===== src/rtl/circuito_exp5.sv =====
// circuito_exp5: memory-sequence game top level with 7-segment debug buses.
// Optional macro TIMEOUT_EN enables the ESPERA timeout (TIMEOUT_CYCLES clocks).
module circuito_exp5 #(
  parameter int TIMEOUT_CYCLES = 5000
) (
  input  logic       clock,
  input  logic       reset,
  input  logic       iniciar,
  input  logic       sel_nivel,
  input  logic [3:0] chaves,
  output logic       pronto,
  output logic       db_igual,
  output logic       acertou,
  output logic       errou,
  output logic [3:0] leds,
  output logic [6:0] db_timeout,
  output logic [6:0] db_contagem,
  output logic [6:0] db_memoria,
  output logic [6:0] db_estado,
  output logic [6:0] db_jogadafeita,
  output logic [6:0] db_limite,
  output logic       db_tem_jogada,
  output logic       db_endmenorquelimite,
  output logic       db_clock
);
  typedef enum logic [3:0] {
    INICIAL       = 4'h0,
    PREPARA       = 4'h1,
    INICIA_RODADA = 4'h2,
    ESPERA        = 4'h3,
    REGISTRA      = 4'h4,
    COMPARA       = 4'h5,
    PROXIMA       = 4'h6,
    NOVA_RODADA   = 4'h7,
    ACERTOU       = 4'hA,
    ERROU         = 4'hE
  } state_t;

  // Entry 0 is the least significant nibble.
  localparam logic [63:0] ROM = {4'h4, 4'h1, 4'h8, 4'h8, 4'h4, 4'h4, 4'h2, 4'h2,
                                 4'h1, 4'h1, 4'h2, 4'h4, 4'h8, 4'h4, 4'h2, 4'h1};

  function automatic logic [6:0] hex7seg(input logic [3:0] v);
    case (v)
      4'h0: hex7seg = 7'b1000000;
      4'h1: hex7seg = 7'b1111001;
      4'h2: hex7seg = 7'b0100100;
      4'h3: hex7seg = 7'b0110000;
      4'h4: hex7seg = 7'b0011001;
      4'h5: hex7seg = 7'b0010010;
      4'h6: hex7seg = 7'b0000010;
      4'h7: hex7seg = 7'b1111000;
      4'h8: hex7seg = 7'b0000000;
      4'h9: hex7seg = 7'b0010000;
      4'hA: hex7seg = 7'b0001000;
      4'hB: hex7seg = 7'b0000011;
      4'hC: hex7seg = 7'b1000110;
      4'hD: hex7seg = 7'b0100001;
      4'hE: hex7seg = 7'b0000110;
      default: hex7seg = 7'b0001110;
    endcase
  endfunction

  state_t     state_q, state_d;
  logic [3:0] endereco_q, endereco_d;
  logic [3:0] limite_q, limite_d;
  logic [3:0] jogada_q, jogada_d;
  logic       nivel_q, nivel_d;
  logic       press_q, press_d;
  logic [3:0] memoria;
  logic [3:0] last;
  logic       tem_jogada;
  logic       igual;
  logic       expire;
  logic       tmo;

  assign memoria    = ROM[{endereco_q, 2'b00} +: 4];
  assign tem_jogada = (|chaves) & ~press_q;
  assign igual      = jogada_q == memoria;
  assign last       = nivel_q ? 4'd15 : 4'd7;

`ifdef TIMEOUT_EN
  localparam int CW = $clog2(TIMEOUT_CYCLES + 1);
  logic [CW-1:0] cnt_q, cnt_d;
  logic          tmo_q, tmo_d;

  assign expire = cnt_q == CW'(TIMEOUT_CYCLES - 1);
  assign tmo    = tmo_q;

  always_comb begin
    cnt_d = state_q == ESPERA ? cnt_q + 1'b1 :
            (state_q == INICIA_RODADA || state_q == PROXIMA) ? '0 : cnt_q;
    tmo_d = state_q == PREPARA ? 1'b0 :
            (state_q == ESPERA && !tem_jogada && expire) ? 1'b1 : tmo_q;
  end

  always_ff @(posedge clock) begin
    if (reset) begin
      cnt_q <= '0;
      tmo_q <= 1'b0;
    end else begin
      cnt_q <= cnt_d;
      tmo_q <= tmo_d;
    end
  end
`else
  assign expire = 1'b0;
  assign tmo    = 1'b0;
`endif

  always_comb begin
    state_d    = state_q;
    endereco_d = endereco_q;
    limite_d   = limite_q;
    jogada_d   = jogada_q;
    nivel_d    = nivel_q;
    press_d    = |chaves;
    case (state_q)
      INICIAL:       state_d = iniciar ? PREPARA : INICIAL;
      PREPARA: begin
        limite_d = 4'd0;
        nivel_d  = sel_nivel;
        state_d  = INICIA_RODADA;
      end
      INICIA_RODADA: begin
        endereco_d = 4'd0;
        state_d    = ESPERA;
      end
      ESPERA:        state_d = tem_jogada ? REGISTRA : expire ? ERROU : ESPERA;
      REGISTRA: begin
        jogada_d = chaves;
        state_d  = COMPARA;
      end
      COMPARA:       state_d = !igual ? ERROU :
                               endereco_q < limite_q ? PROXIMA :
                               limite_q == last ? ACERTOU : NOVA_RODADA;
      PROXIMA: begin
        endereco_d = endereco_q + 4'd1;
        state_d    = ESPERA;
      end
      NOVA_RODADA: begin
        limite_d = limite_q + 4'd1;
        state_d  = INICIA_RODADA;
      end
      ACERTOU, ERROU: state_d = iniciar ? PREPARA : state_q;
      default:        state_d = INICIAL;
    endcase
  end

  always_ff @(posedge clock) begin
    if (reset) begin
      state_q    <= INICIAL;
      endereco_q <= 4'd0;
      limite_q   <= 4'd0;
      jogada_q   <= 4'd0;
      nivel_q    <= 1'b0;
      press_q    <= 1'b0;
    end else begin
      state_q    <= state_d;
      endereco_q <= endereco_d;
      limite_q   <= limite_d;
      jogada_q   <= jogada_d;
      nivel_q    <= nivel_d;
      press_q    <= press_d;
    end
  end

  assign pronto               = state_q == ACERTOU || state_q == ERROU;
  assign acertou              = state_q == ACERTOU;
  assign errou                = state_q == ERROU;
  assign db_igual             = igual;
  assign leds                 = chaves;
  assign db_timeout           = hex7seg({3'b000, tmo});
  assign db_contagem          = hex7seg(endereco_q);
  assign db_memoria           = hex7seg(memoria);
  assign db_estado            = hex7seg(state_q);
  assign db_jogadafeita       = hex7seg(jogada_q);
  assign db_limite            = hex7seg(limite_q);
  assign db_tem_jogada        = tem_jogada;
  assign db_endmenorquelimite = endereco_q < limite_q;
  assign db_clock             = clock;
endmodule


===== config.mk =====
export PLATFORM = sky130hd
export DESIGN_NAME = circuito_exp5
export DESIGN_NICKNAME = d
export VERILOG_FILES = /design/src/rtl/circuito_exp5.sv
export SDC_FILE = /design/constraint.sdc
export NUM_CORES = 1
export LEC_CHECK = 0
export BUFFER_PORTS_ARGS = -buffer_cell sky130_fd_sc_hd__buf_2
export CAP_MARGIN = 20
export CORE_MARGIN = 3
export CORE_UTILIZATION = 40
export CTS_CLUSTER_SIZE = 28
export DETAILED_ROUTE_END_ITERATION = 8
export PLACE_DENSITY = 0.65
export RECOVER_POWER = 100
export SETUP_SLACK_MARGIN = 0.5
export SYNTH_ARGS = -nofsm -noshare
export SYNTH_HDL_FRONTEND = slang
export SYNTH_SLANG_ARGS = --single-unit

===== constraint.sdc =====
create_clock -name clock -period 3.8 [get_ports clock]
set_clock_uncertainty 0.1 [all_clocks]
set_input_delay 0.76 -clock clock [delete_from_list [all_inputs] [get_ports clock]]
set_output_delay 0.76 -clock clock [all_outputs]
set_load 0.01 [all_outputs]

==> run_results.csv, run 1 <==
group,metric,value,unit
timing,fin_crit_sh,0.864,
grt,grt_usage,0.156,
detailed_routing,vias,2766,
place,place_area,3570,sq um
floorplanning,start_util,0.419,
finish,nFillCells,818,
timing,drv_slew,0,
detailed_routing,via_per_inst,5.16,
detailed_routing,postRouteAntennaNets,0,
power_and_ir_drop,power,1150,uW
yosys,synth_edf_count,0,
place,port_buffers,53,
detailed_routing,drtIter0Drc,115,
grt,grt_pass1_vias,2682,
worst_setup_path,worstPathCellList,"buf_4 -> ha_1 -> ha_1 -> xnor2_1 -> a21oi_1 -> a211oi_1 -> nand2_1 -> inv_1 -> clkbuf_1",
clock_tree,clk_latency,0.40,ns
floorplanning,dieArea,9340,sq um
yosys,synthFlopType,"dfxtp_1",
floorplanning,ios,61,
timing,setup_viol,0,
yosys,synth_area,3290,sq um
min_path,hp-class,"flop to flop",
floorplanning,coreArea,7850,sq um
worst_setup_path,worstPathArrival,2.42,ns
worst_setup_path,cp_common_cell,"ha_1",
clock_tree,cts_tree,"yes",
grt,grt_pass1_wl,12.5,mm
timing,fin_tns_setup,0,ns
grt,grt_max_degree,28,
floorplanning,die-width,96.7,microns
worst_setup_path,slowest_delay,0.50,ns
detailed_routing,wire_per_inst,13.5,microns
flow_run,maxCapViolations,0,
finish,layout_common_cells,"clkbuf_1, dfxtp_1, ha_1",
power_and_ir_drop,p_leak,0.00156,uW
grt,grt.overflow.total,0,
timing,max_freq,305,MHz
worst_setup_path,crit_type,"flop to primary output",
finish,final_area,3850,sq um
finish,final_nets,481,
status,status,"complete, no violations",
timing,finalCriticalPeriod,3.28,ns
detailed_routing,drt-total-wl,7.23,mm
grt,antenna_found_initial,0,
yosys,synthCells,381,
grt,grtUsageMet3,0.0339,
grt,grtUsageMet2,0.251,
min_path,hp-start,"nivel_q$_SDFFE_PP0N_",
detailed_routing,dr.pass1.iters,4,
timing,hold_violations,0,
timing,worst_pin_slew,0.669,ns
timing,slew_headroom,0.550,
finish,diodes,0,
grt,grt-busiest-layer,"met2",
worst_setup_path,cp-startpoint,"endereco_q[0]$_SDFFE_PP0N_",
yosys,yosysWarnings,0,
place,gp_congestion,0.828,
finish,area.growth.synth_to_final,17.2,%
power_and_ir_drop,powerDensity,299,nW/um^2
worst_setup_path,critPathRequiredTime,2.94,ns
worst_setup_path,r2r_start,"endereco_q[0]$_SDFFE_PP0N_",
floorplanning,die_height,96.7,microns
worst_setup_path,reg2reg_slack,0.58,ns
place,hpwlAfterDp,5.19,mm
grt,grt_use_met1,0.205,
detailed_routing,drc,0,
power_and_ir_drop,ir_worst_vdd,0.203,mV
clock_tree,clk_pin_slew,0.09,ns
yosys,ys_seq_area_frac,0.280,
finish,final_common_cell,"clkbuf_1",
timing,rsz0062_at_grt,"true",
yosys,avgSynthCellArea,8.63,sq um
finish,layout-drive-gt1-share,0.154,
worst_setup_path,critPathMaxFanout,5,
yosys,synth.distinct_cells,61,
yosys,async_reset_ff_frac,0,
floorplanning,rows,32,
worst_setup_path,cpMaxStageDelayCell,"a211oi_1",
yosys,ys_ff_latch,46,
worst_setup_path,critPathLaunchType,"flop",
worst_setup_path,cp-end-kind,"primary output",
metrics by stage:
step	worst slack [ns]	utilization	cells	hold WS, ns
2_1_floorplan	0.748	-	386	0.380
3_3_place_gp	0.528	0.455	517	0.406
3_5_place_dp	0.377	0.455	517	0.421
4_1_cts	0.505	0.486	532	0.443
5_1_grt	0.288	0.491	536	0.476
6_report	0.517	0.491	536	0.436
kinds of logic (layout without fill, tap and decap cells):
logic type / after synthesis / in the layout / share of synthesized area
mux: 33 / 33 / 0.116
flops: 46 / 46 / 0.280
other cells: 2 / 7 / 0.00228
fa+ha+maj: 40 / 40 / 0.152
compound gates: 83 / 83 / 0.166
simple gates: 109 / 109 / 0.178
buf+inv: 62 / 110 / 0.0902
xor+xnor: 6 / 6 / 0.0160
sequential cells by signal (all words and copies together) (netlist names):
name	cells
limite_q	4
state_q	4
press_q	1
endereco_q	4
db_jogadafeita	7
jogada_q	4
db_estado	7
db_limite	7
nivel_q	1
db_contagem	7
metal layers:
layer  up-vias  share of wire
li1       1417              -
met1      1282           0.47
met2        63           0.48
met3         4          0.042
met4         0         0.0042
met5         -              0
layout make-up:
cell class / instances / area, sq um / area share
clock buffers: 10 / 128 / 0.0331
clock inverters: 2 / 60.1 / 0.0156
multi-input cells: 278 / 2170 / 0.563
well taps: 102 / 128 / 0.0331
inverters: 32 / 125 / 0.0325
repair buffers: 66 / 309 / 0.0802
flip-flops and latches: 46 / 933 / 0.242
power breakdown:
group | leakage [uW] | switching [uW] | internal (uW)
sequential | 0.000376 | 13.4 | 494
combinational | 0.00109 | 61.4 | 41.8
clock | 0.0000942 | 190 | 352
worst max-delay path: cells and delay by family (launching register included):
kind | cells | cell delay (ns)
AOI/OAI and AO/OA | 2 | 0.58
DFF | 1 | 0.34
buffers and inverters | 3 | 0.41
adders and majority gates | 2 | 0.41
and+or+nand+nor | 1 | 0.16
xor gates and xnor gates | 1 | 0.13
synthesized netlist by cell type (3+ instances only):
cell | count | area [sq um]
a21oi_1 | 28 | 140
buf_2 | 6 | 30.0
buf_4 | 13 | 97.6
clkbuf_1 | 9 | 33.8
dfxtp_1 | 46 | 921
ha_1 | 40 | 500
inv_1 | 28 | 105
inv_2 | 3 | 11.3
mux2_2 | 3 | 33.8
mux2i_1 | 25 | 250
mux4_2 | 3 | 67.6
nand2_1 | 24 | 90.1
nand2b_1 | 7 | 43.8
nand3_1 | 9 | 45.0
nor2_1 | 26 | 97.6
nor2b_1 | 8 | 50.1
nor3_1 | 10 | 50.1
nor3b_1 | 3 | 22.5
o21a_1 | 3 | 22.5
o21ai_0 | 9 | 45.0
o21ai_1 | 4 | 20.0
o22ai_1 | 11 | 68.8
o31ai_1 | 4 | 30.0
o32ai_1 | 3 | 26.3
or2_2 | 5 | 31.3
or3_1 | 3 | 18.8
xnor2_1 | 5 | 43.8
path summary, 6_finish.rpt:
| check | end | depth (start not counted) |
|---|---|---|
| worst max-delay path | db_igual | 9 |
| worst min-delay path | nivel_q$_SDFFE_PP0N_ | 2 |
| worst max register to register | db_estado[3]$_DFF_P_ | 13 |
| worst min register to register | nivel_q$_SDFFE_PP0N_ | 2 |
what timing repair did:
action / in CTS / in global routing
gates resized for setup: 11 / 20
hold buffers: 0 / 0
setup buffers: 4 / 4
pin swaps: 1 / 2
hold endpoints to repair: 0 / 0
endpoints found under the setup margin: 9 / 9
(Power assumes the default switching activity.)
==> inputs of run 2 (changes only) <==
- CTS_BUF_LIST: unset -> sky130_fd_sc_hd__clkbuf_2
==> run_results.csv, run 2 (synthesized netlist as in run 1, its figures left out) <==
group,metric,value,unit
flow_run,maxCapViolations,0,
detailed_routing,drtIter0Drc,90,
detailed_routing,drt-total-wl,7.62,mm
worst_setup_path,critPathRequiredTime,2.94,ns
place,place_area,3570,sq um
timing,holdWs,0.391,ns
grt,grt.overflow.total,0,
detailed_routing,via_per_inst,5.22,
finish,area.growth.synth_to_final,20.5,%
power_and_ir_drop,combPwrFrac,0.104,
floorplanning,die-width,96.7,microns
finish,diodes,0,
timing,max_freq,293,MHz
detailed_routing,vias,2845,
grt,grt_max_degree,28,
worst_setup_path,cp-end-kind,"primary output",
floorplanning,die_height,96.7,microns
clock_tree,clk_latency,0.50,ns
timing,rsz0062_at_grt,"true",
power_and_ir_drop,ir_worst_vdd,0.171,mV
timing,drv_slew,0,
power_and_ir_drop,seq_power_share,0.512,
timing,worst_pin_slew,0.656,ns
power_and_ir_drop,power.share.clock,0.384,
finish,nFillCells,811,
grt,grt_pass1_vias,2756,
floorplanning,rows,32,
detailed_routing,drc,0,
floorplanning,ios,61,
finish,final_common_cell,"clkbuf_1",
grt,grt_pass1_wl,12.8,mm
grt,antenna_found_initial,0,
detailed_routing,wire_per_inst,14.0,microns
clock_tree,clk_pin_slew,0.24,ns
detailed_routing,postRouteAntennaNets,0,
clock_tree,cts_tree,"yes",
power_and_ir_drop,sw_frac_of_total,0.258,
timing,finalCriticalPeriod,3.41,ns
power_and_ir_drop,p_leak,0.00158,uW
place,port_buffers,53,
timing,fin_tns_setup,0,ns
worst_setup_path,worstPathArrival,2.55,ns
finish,fin_cells,545,
finish,final_util,0.505,
power_and_ir_drop,power_switching,257,uW
timing,setup_viol,0,
finish,final_nets,490,
timing,fin_crit_sh,0.898,
min_path,hp-class,"primary input to flop",
power_and_ir_drop,p_int,740,uW
floorplanning,dieArea,9340,sq um
finish,layout-drive-gt1-share,0.205,
grt,grt_usage,0.160,
floorplanning,coreArea,7850,sq um
floorplanning,start_util,0.419,
place,gp_congestion,0.828,
finish,final_area,3960,sq um
worst_setup_path,critPathMaxFanout,5,
place,hpwlAfterDp,5.19,mm
worst_setup_path,critPathLaunchType,"flop",
detailed_routing,dr.pass1.iters,5,
timing,hold_violations,0,
place,dpl.cell_count,517,
power_and_ir_drop,powerDensity,251,nW/um^2
worst_setup_path,crit_type,"flop to primary output",
status,status,"complete, no violations",
finish,layout_common_cells,"clkbuf_1, dfxtp_1, ha_1",
timing,slew_headroom,0.559,
[run 2: per-stage QoR]
stage / setup slack (ns) / power, uW
final: 0.389 / 996
after global routing: 0.180 / 1050
after floorplan: 0.748 / 622
after detailed placement: 0.377 / 641
after global placement: 0.528 / 640
after CTS: 0.474 / 1020
[run 2: per-layer routing]
layer / up-vias / track usage / routed length (microns)
met5: - / 0 / 0
met4: 0 / 0.0551 / 73
met2: 58 / 0.260 / 3760
li1: 1435 / - / -
met1: 1345 / 0.210 / 3510
met3: 7 / 0.0332 / 278
[run 2: layout make-up]
class | count | area (sq um) | share of cell area
Multi-Input combinational cell | 278 | 2280 | 0.576
Sequential cell | 46 | 931 | 0.235
Timing Repair Buffer | 75 | 388 | 0.0979
Tap cell | 102 | 128 | 0.0322
Inverter | 32 | 125 | 0.0316
Clock inverter | 3 | 63.8 | 0.0161
Clock buffer | 9 | 43.8 | 0.0111
[run 2: worst paths after layout]
kind	start	end	slack [ns]	depth (start not counted)
hold reg to reg	nivel_q$_SDFFE_PP0N_	nivel_q$_SDFFE_PP0N_	0.46	2
setup reg to reg	endereco_q[1]$_SDFFE_PP0N_	db_estado[3]$_DFF_P_	0.48	13
setup / recovery	endereco_q[1]$_SDFFE_PP0N_	db_memoria[3]	0.39	8
hold / removal	sel_nivel	nivel_q$_SDFFE_PP0N_	0.39	3
[run 2: timing repair]
| item | 4_1_cts | 5_1_grt |
|---|---|---|
| gates cloned | 1 | 0 |
| setup buffers | 10 | 6 |
| resized for setup | 32 | 27 |
| hold buffers | 0 | 0 |
| setup endpoints to repair | 10 | 11 |
| pin swaps | 5 | 4 |
[run 2: worst max-delay path, cell delays in order, from the launching register on]
cell and delay [ns]:
dfxtp_1 0.57, inv_6 0.06, ha_1 0.19, nor3b_4 0.16, a21oi_4 0.19, inv_2 0.10
ha_4 0.17, mux4_2 0.46, buf_6 0.14
[run 2: power by group through the flow]
| stage | registers [uW] | logic [uW] | clock network (uW) |
|---|---|---|---|
| final | 510 | 104 | 382 |
| after global routing | 514 | 118 | 419 |
| after CTS | 509 | 107 | 400 |
| after detailed placement | 520 | 105 | 15.9 |
| after global placement | 520 | 104 | 15.9 |
| after floorplan | 519 | 81.5 | 21.7 |
==> inputs of run 3 (changes only) <==
- ABC_AREA: unset -> 0
- RECOVER_POWER: 100 -> unset
==> run_results.csv, run 3 (synthesized netlist as in run 1, its figures left out) <==
group,metric,value,unit
flow_run,maxCapViolations,0,
status,status,"complete, no violations",
grt,grt.overflow.total,0,
timing,setup_slack,0.472,ns
place,port_buffers,53,
min_path,min_path_cells,3,
power_and_ir_drop,ir_worst_vdd,0.175,mV
detailed_routing,wire_per_inst,13.9,microns
floorplanning,start_util,0.419,
timing,finalCriticalPeriod,3.33,ns
place,hpwlAfterDp,5.19,mm
finish,diodes,0,
worst_setup_path,cp-end-kind,"primary output",
grt,grt_max_degree,28,
timing,fin_tns_setup,0,ns
floorplanning,rows,32,
grt,grt_pass1_wl,12.8,mm
worst_setup_path,reg2reg_slack,0.78,ns
power_and_ir_drop,p_leak,0.00175,uW
worst_setup_path,crit_type,"flop to primary output",
power_and_ir_drop,powerDensity,247,nW/um^2
detailed_routing,drt-total-wl,7.58,mm
timing,max_freq,301,MHz
timing,rsz0062_at_grt,"true",
finish,fin_cells,545,
floorplanning,die-width,96.7,microns
min_path,hold_end,"nivel_q$_SDFFE_PP0N_",
timing,fin_crit_sh,0.876,
timing,worst_pin_slew,0.538,ns
timing,setup_viol,0,
finish,nFillCells,800,
finish,multiInputGateArea,2300,sq um
floorplanning,coreArea,7850,sq um
detailed_routing,drtIter0Drc,96,
worst_setup_path,r2r_end,"db_estado[3]$_DFF_P_",
detailed_routing,via_per_inst,5.20,
place,gp_congestion,0.828,
worst_setup_path,r2r_start,"endereco_q[0]$_SDFFE_PP0N_",
place,dpl.cell_count,517,
finish,regArea,935,sq um
min_path,hp-class,"primary input to flop",
grt,grt_pass1_vias,2756,
worst_setup_path,critPathMaxFanout,4,
worst_setup_path,critPathRequiredTime,2.94,ns
detailed_routing,dr.pass1.iters,4,
detailed_routing,drc,0,
clock_tree,clk_pin_slew,0.23,ns
worst_setup_path,worstPathArrival,2.47,ns
clock_tree,cts_tree,"yes",
grt,antenna_found_initial,0,
finish,final_nets,490,
floorplanning,dieArea,9340,sq um
finish,area.growth.synth_to_final,23.2,%
floorplanning,die_height,96.7,microns
clock_tree,cts_hold_buf,0,
detailed_routing,postRouteAntennaNets,0,
finish,layout-drive-gt1-share,0.327,
place,place_ws,0.377,ns
detailed_routing,vias,2834,
timing,hold_violations,0,
finish,layout_common_cells,"buf_2, dfxtp_1, ha_1",
floorplanning,ios,61,
timing,drv_slew,0,
finish,final_common_cell,"buf_2",
min_path,hp-start,"sel_nivel",
timing,slew_headroom,0.641,
worst_setup_path,r2r_cells,14,
clock_tree,clk_latency,0.49,ns
grt,grt_usage,0.160,
worst_setup_path,critPathLaunchType,"flop",
## run 3: how the worst max path moves through the flow
| stage | start | cells past startpoint | endpoint | slack (ns) |
|---|---|---|---|---|
| floorplan | endereco_q[0]$_SDFFE_PP0N_ | 7 | db_memoria[3] | 0.75 |
| global placement | endereco_q[1]$_SDFFE_PP0N_ | 8 | db_memoria[3] | 0.53 |
| detailed placement | endereco_q[1]$_SDFFE_PP0N_ | 8 | db_memoria[3] | 0.38 |
| CTS | endereco_q[1]$_SDFFE_PP0N_ | 8 | db_memoria[3] | 0.47 |
| global route | endereco_q[1]$_SDFFE_PP0N_ | 8 | db_memoria[3] | 0.34 |
| finish | endereco_q[0]$_SDFFE_PP0N_ | 8 | db_memoria[3] | 0.47 |
## run 3: area by class of cell
cell class / count / share of cell area
tap: 102 / 0.0315
timing repair buffer: 75 / 0.111
inverter: 32 / 0.0309
clock inverter: 3 / 0.0158
clock buffer: 9 / 0.0111
multi-input combinational: 278 / 0.569
sequential: 46 / 0.231
## run 3: routing by layer
layer  up-vias  track usage  wire [microns]
li1       1437            -               -
met1      1325        0.210            3490
met2        62        0.260            3720
met3        10       0.0332             288
met4         0       0.0551              88
met5         -            0               0
## run 3: power breakdown
group	internal, uW	switching (uW)
Sequential	496	13.1
Combinational	46.8	61.6
Clock	203	179
Total	746	254
## run 3: critical path, cell delays in order (launching register included)
cell and delay (ns):
dfxtp_2 0.39, inv_2 0.06, ha_4 0.16, mux2_4 0.27, a21oi_4 0.22, inv_2 0.10
ha_4 0.17, mux4_2 0.46, buf_6 0.14
## run 3: what timing repair did
item	CTS	global route
resized for setup	32	27
buffers inserted	10	6
cloned	1	0
pin swaps	5	4
endpoints found under the setup margin	10	11
## run 3: through the flow
stage	total power [uW]	hold slack (ns)	util	instance area, sq um
2_1_floorplan	622	0.380	-	3310
3_3_place_gp	640	0.406	0.455	3570
3_5_place_dp	641	0.421	0.455	3570
4_1_cts	1020	0.368	0.494	3880
5_1_grt	1060	0.346	0.516	4050
6_report	1000	0.401	0.516	4050
